===== src/rtl/reg_file_2r1w_clr_pkg.sv =====
// ---------------------------------------------------------------------------
// reg_file_2r1w_clr_pkg
// Shared types for the 2-read / 1-write register file with its clear engine.
//   clr_state_e   : clear-engine FSM states (IDLE, CLEAR)
//   NUM_RD_PORTS  : number of independent combinational read ports
// ---------------------------------------------------------------------------
package reg_file_2r1w_clr_pkg;

  typedef enum logic {
    ST_IDLE  = 1'b0,
    ST_CLEAR = 1'b1
  } clr_state_e;

  localparam int NUM_RD_PORTS = 2;

endpackage


===== src/rtl/reg_file_clr_fsm.sv =====
// ---------------------------------------------------------------------------
// reg_file_clr_fsm
// Clear engine and write arbiter for reg_file_2r1w_clr. Owns the FSM state,
// the clear pointer, busy and wr_drop. It also selects what goes into the
// storage array's single write port: user data when idle, zero when clearing.
//
// Ports:
//   clk, rst_n          : clock, synchronous active-low reset
//   clr                 : clear request (only honoured when idle)
//   wr_en/w_addr/w_data : user write request
//   busy                : registered, high while a clear is in progress
//   wr_drop             : registered one-cycle pulse, a user write was discarded
//   o_mem_we/addr/data  : write port command for the storage array
// ---------------------------------------------------------------------------
module reg_file_clr_fsm
  import reg_file_2r1w_clr_pkg::*;
#(
  parameter int B = 8,
  parameter int W = 2
) (
  input  logic         clk,
  input  logic         rst_n,
  input  logic         clr,
  input  logic         wr_en,
  input  logic [W-1:0] w_addr,
  input  logic [B-1:0] w_data,
  output logic         busy,
  output logic         wr_drop,
  output logic         o_mem_we,
  output logic [W-1:0] o_mem_addr,
  output logic [B-1:0] o_mem_data
);

  localparam logic [W-1:0] LAST_ENTRY = '1;

  clr_state_e   r_state;
  clr_state_e   w_state_next;
  logic [W-1:0] r_ptr;
  logic [W-1:0] w_ptr_next;
  logic         r_busy;
  logic         w_busy_next;
  logic         r_wr_drop;
  logic         w_wr_drop_next;

  always_comb begin
    w_state_next   = r_state;
    w_ptr_next     = r_ptr;
    w_busy_next    = r_busy;
    w_wr_drop_next = 1'b0;
    o_mem_we       = 1'b0;
    o_mem_addr     = w_addr;
    o_mem_data     = w_data;

    unique case (r_state)
      ST_IDLE: begin
        if (clr) begin
          // A clear request beats a simultaneous write.
          w_state_next   = ST_CLEAR;
          w_ptr_next     = '0;
          w_busy_next    = 1'b1;
          w_wr_drop_next = wr_en;
        end else if (wr_en) begin
          o_mem_we = 1'b1;
        end
      end
      ST_CLEAR: begin
        o_mem_we       = 1'b1;
        o_mem_addr     = r_ptr;
        o_mem_data     = '0;
        w_wr_drop_next = wr_en;
        w_ptr_next     = r_ptr + W'(1);
        if (r_ptr == LAST_ENTRY) begin
          w_state_next = ST_IDLE;
          w_busy_next  = 1'b0;
        end
      end
      default: begin
        w_state_next = ST_CLEAR;
      end
    endcase

    // Reset cycles keep hammering entry 0 so the restart point is already
    // zero; the remaining entries follow once reset releases.
    if (!rst_n) begin
      o_mem_we   = 1'b1;
      o_mem_addr = '0;
      o_mem_data = '0;
    end
  end

  always_ff @(posedge clk) begin
    if (!rst_n) begin
      r_state   <= ST_CLEAR;
      r_ptr     <= '0;
      r_busy    <= 1'b1;
      r_wr_drop <= 1'b0;
    end else begin
      r_state   <= w_state_next;
      r_ptr     <= w_ptr_next;
      r_busy    <= w_busy_next;
      r_wr_drop <= w_wr_drop_next;
    end
  end

  assign busy    = r_busy;
  assign wr_drop = r_wr_drop;

endmodule


===== src/rtl/reg_file_2r1w_clr.sv =====
// ---------------------------------------------------------------------------
// reg_file_2r1w_clr
// 2**W x B register file: one synchronous write port, two independent
// combinational read ports, optional same-cycle write-to-read bypass and a
// hardware clear engine that zeroes one entry per cycle after reset or clr.
//
// Ports:
//   clk, rst_n           : clock, synchronous active-low reset
//   clr                  : request full clear (ignored while busy)
//   wr_en/w_addr/w_data  : write port
//   r_addr_a / r_data_a  : read port A (combinational)
//   r_addr_b / r_data_b  : read port B (combinational)
//   busy                 : high while clearing; reads return 0
//   wr_drop              : one-cycle pulse when a write was discarded
// ---------------------------------------------------------------------------
module reg_file_2r1w_clr
  import reg_file_2r1w_clr_pkg::*;
#(
  parameter int B      = 8,
  parameter int W      = 2,
  parameter int BYPASS = 1
) (
  input  logic         clk,
  input  logic         rst_n,
  input  logic         clr,
  input  logic         wr_en,
  input  logic [W-1:0] w_addr,
  input  logic [B-1:0] w_data,
  input  logic [W-1:0] r_addr_a,
  input  logic [W-1:0] r_addr_b,
  output logic [B-1:0] r_data_a,
  output logic [B-1:0] r_data_b,
  output logic         busy,
  output logic         wr_drop
);

  localparam int DEPTH = 1 << W;

  logic [B-1:0] r_mem [DEPTH];

  logic         w_mem_we;
  logic [W-1:0] w_mem_addr;
  logic [B-1:0] w_mem_data;

  reg_file_clr_fsm #(
    .B (B),
    .W (W)
  ) u_clr_fsm (
    .clk        (clk),
    .rst_n      (rst_n),
    .clr        (clr),
    .wr_en      (wr_en),
    .w_addr     (w_addr),
    .w_data     (w_data),
    .busy       (busy),
    .wr_drop    (wr_drop),
    .o_mem_we   (w_mem_we),
    .o_mem_addr (w_mem_addr),
    .o_mem_data (w_mem_data)
  );

  // Storage has no reset of its own: the clear engine is the only way it
  // gets zeroed, and busy masks the reads until that is complete.
  always_ff @(posedge clk) begin
    if (w_mem_we) begin
      r_mem[w_mem_addr] <= w_mem_data;
    end
  end

  logic [W-1:0] w_rd_addr [NUM_RD_PORTS];
  logic [B-1:0] w_rd_data [NUM_RD_PORTS];

  assign w_rd_addr[0] = r_addr_a;
  assign w_rd_addr[1] = r_addr_b;

  generate
    for (genvar gi = 0; gi < NUM_RD_PORTS; gi++) begin : g_rd_port
      logic w_hit;

      // Forwarding is keyed purely on the idle write strobe, so the read
      // ports see a write in the same cycle it is presented.
      assign w_hit = (BYPASS != 0) && !busy && wr_en && (w_addr == w_rd_addr[gi]);

      assign w_rd_data[gi] = busy  ? '0 :
                             w_hit ? w_data :
                                     r_mem[w_rd_addr[gi]];
    end
  endgenerate

  assign r_data_a = w_rd_data[0];
  assign r_data_b = w_rd_data[1];

endmodule


===== config.mk =====
export PLATFORM = sky130hd
export DESIGN_NAME = reg_file_2r1w_clr
export DESIGN_NICKNAME = d
export VERILOG_FILES = /design/src/rtl/reg_file_2r1w_clr_pkg.sv /design/src/rtl/reg_file_clr_fsm.sv /design/src/rtl/reg_file_2r1w_clr.sv
export SDC_FILE = /design/constraint.sdc
export NUM_CORES = 1
export LEC_CHECK = 0
export CAP_MARGIN = 20
export CORE_ASPECT_RATIO = 1.4
export CORE_MARGIN = 2
export CORE_UTILIZATION = 31
export DETAILED_ROUTE_END_ITERATION = 10
export PLACE_DENSITY = 0.55
export SLEW_MARGIN = 20
export SYNTH_ARGS = -nofsm -noshare
export SYNTH_HDL_FRONTEND = slang
export SYNTH_SLANG_ARGS = --single-unit

===== constraint.sdc =====
create_clock -name clk -period 5.6 [get_ports clk]
set_clock_uncertainty 0.15 [all_clocks]
set_input_delay 0.56 -clock clk [delete_from_list [all_inputs] [get_ports clk]]
set_output_delay 0.56 -clock clk [all_outputs]
set_load 0.05 [all_outputs]

==> metrics.yaml <==
irDropWorstVdd_v: 0.000122
cts_root_buf: "clkbuf_8"
ys_seq_area_share_pct: 48.4
p_seq_share_pct: 51.1
fin_crit_sh_pct: 70.1
routabilityCongestion: 0.796
slew_violations: 0
leakage_nw: 0.881
dieArea_sq_mm: 0.00777
syn-cell-area_sq_mm: 0.00219
wl_microns: 6010
core_area_sq_mm: 0.00689
cts_hold_buf: 0
relSlewSlack_pct: 36.3
cp_max_fo: 10
yosysTopAreaCellShare_pct: 43.8
dp.final_hpwl_microns: 4050
hold_viol_final: 0
crit_path_end_kind: "primary output"
post_cts_buffers: 0
worstSkewPairLatency_ns: 0.29
fp-row-count: 36
synth.area.top_cells: "edfxtp_1, mux4_2, o31ai_1, dfxtp_1, nand4_1"
multi_input_area_sq_mm: 0.00101
switchingPower_w: 0.000186
placed_cell_area_sq_mm: 0.00254
ios: 36
grt_pass1_vias: 1580
setup_tns_ns: 0
power_frac_clock_pct: 28.3
cts_tree: "yes"
synth-edff-count: 32
num_vias: 1576
yosysWarnings: 0
fin_area_sq_mm: 0.00263
internal-power_w: 0.000457
outcome: "complete, no violations"
grt_max_degree: 21
hold_class: "reg -> reg"
ys_async_sr_fraction_pct: 0
start_kind: "input pin"
grt_pass1_wl_microns: 8940
ctsLongestPathBuffers: 2
required_ns: 4.89
yosysUniqueCellTypes: 26
synthFlopType: "edfxtp_1"
wire_per_inst_microns: 21.1
ctsResizeCount: 0
io_buffers: 35
p_sw_share_pct: 28.9
tightest_slew_ns: 0.951
dieHeight_microns: 104
yosysMostFrequentCell: "edfxtp_1"
cts.clk_slew.worst_paths_ns: 0.08
clock-sinks: 37
yosys-top-cells-count: "edfxtp_1, a21oi_1, mux4_2, nand4_1, o31ai_1"
initial_core_util_pct: 31.8
layout.nets: 208
die_x_microns: 75.1
viasPerCell: 5.53
drc: 0
fillers: 651
diodes: 0
finalSetupViolCount: 0
firstDrtPassIters: 4
grt_overflow: 0
rsz0062_at_grt: "false"
synth-seq-cells: 37
drive_gt1_share_pct: 17.9
track_usage_pct: 16.0
worst_ep_arrival_time_ns: 3.22
fmax_ghz: 0.255
h-tree-depth: 2
fin_crit_ns: 3.93
drv_cap: 0
mappedNetlistNets: 180
syn_area_per_cell_sq_um: 13.6
antenna_left: 0
p_per_area_mw_per_mm2: 245
pwr-share-comb_pct: 20.6
cts_inserted_buffers: 5
worstSetupPathType: "in -> out"
synth_cells: 161
detail_route.iter0.violations: 114
antenna_found_initial: 0
syn_to_final_growth_pct: 19.9
synth_top_area_cell: "edfxtp_1"
layout.area.seq_sq_mm: 0.00106
power by group through the flow:
stage	logic, W	registers, W	clock network [W]
after detailed placement	0.000132	0.000335	0
after CTS	0.000133	0.000329	0.000187
after global routing	0.000141	0.000331	0.000196
after global placement	0.000132	0.000334	0
after floorplan	0.0000926	0.000331	0
final	0.000132	0.000329	0.000182
critical path, cell delays in order:
cell	delay [ns]
clkdlybuf4s50_1	0.82
xnor2_2	0.61
nand4_1	0.15
a21oi_1	0.22
clkdlybuf4s50_1	0.84
cells in the final DEF, fill, tap and decap left out, drive strengths merged:
cell type | synthesis | routed
clkdlybuf4s50 | 0 | 35
edfxtp | 32 | 32
a21oi | 19 | 19
nand4 | 16 | 16
mux4 | 16 | 16
o31ai | 16 | 16
and3 | 8 | 8
nor2 | 8 | 8
clkbuf | 2 | 6
dfxtp | 5 | 5
xnor2 | 4 | 4
xor2 | 4 | 4
inv | 3 | 3
o21ai | 3 | 3
and2 | 3 | 3
nand2 | 2 | 2
clkinv | 0 | 2
nor2b | 2 | 2
nand2b | 1 | 1
mux2 | 1 | 1
nor4bb | 1 | 1
a311oi | 1 | 1
nor3b | 1 | 1
ha | 1 | 1
final cells by class:
type                       instances  area share [%]
timing repair buffer              35            13.3
inverter                           3           0.428
tap                               95            4.52
sequential                        37            40.3
clock buffer                       6            2.76
multi-input combinational        107            38.2
clock inverter                     2           0.381
metrics by stage:
stage | cells | utilization [%] | power, W | worst slack [ns] | hold WS [ns]
floorplan | 161 | - | 0.000423 | 2.86 | 0.353
global placement | 277 | 36.9 | 0.000466 | 1.56 | 0.393
detailed placement | 277 | 36.9 | 0.000467 | 1.59 | 0.399
CTS | 285 | 38.1 | 0.000649 | 1.57 | 0.412
global route | 285 | 38.2 | 0.000668 | 1.46 | 0.496
finish | 285 | 38.2 | 0.000643 | 1.67 | 0.414
layer usage:
metal  share of wire, %  wire length [microns]  vias up  GRT usage [%]
met2                 53                   3180       65           26.3
met3                4.1                    244        6           1.85
met1                 41                   2490      799           21.2
met5                  0                      0        -              0
met4                1.5                     91        0           5.87
li1                   -                      -      706              -
final timing paths:
| kind | startpoint | endpoint | slack, ns | cells past startpoint |
|---|---|---|---|---|
| worst max-delay path | r_addr_b[0] | r_data_b[5] | 1.67 | 5 |
| worst min-delay path | u_clr_fsm.r_ptr[0] | u_clr_fsm.r_ptr[0] | 0.41 | 2 |
| worst max register to register | u_clr_fsm.r_state | r_mem[1][0] | 3.29 | 3 |
| worst min register to register | u_clr_fsm.r_ptr[0] | u_clr_fsm.r_ptr[0] | 0.41 | 2 |
sequential cells by signal, indices dropped and copies added (netlist names):
signal             count
u_clr_fsm.wr_drop      1
r_mem                 32
u_clr_fsm.busy         1
u_clr_fsm.r_state      1
u_clr_fsm.r_ptr        2
kinds of logic after synthesis:
logic type	synth area share, %
muxes	16.9
and+or+nand+nor	11.4
xor gates and xnor gates	5.93
DFF	48.4
AOI/OAI and AO/OA	10.9
adders and majority gates	0.570
buffers and inverters	5.88
No activity file was read; power rests on OpenSTA's default activity.
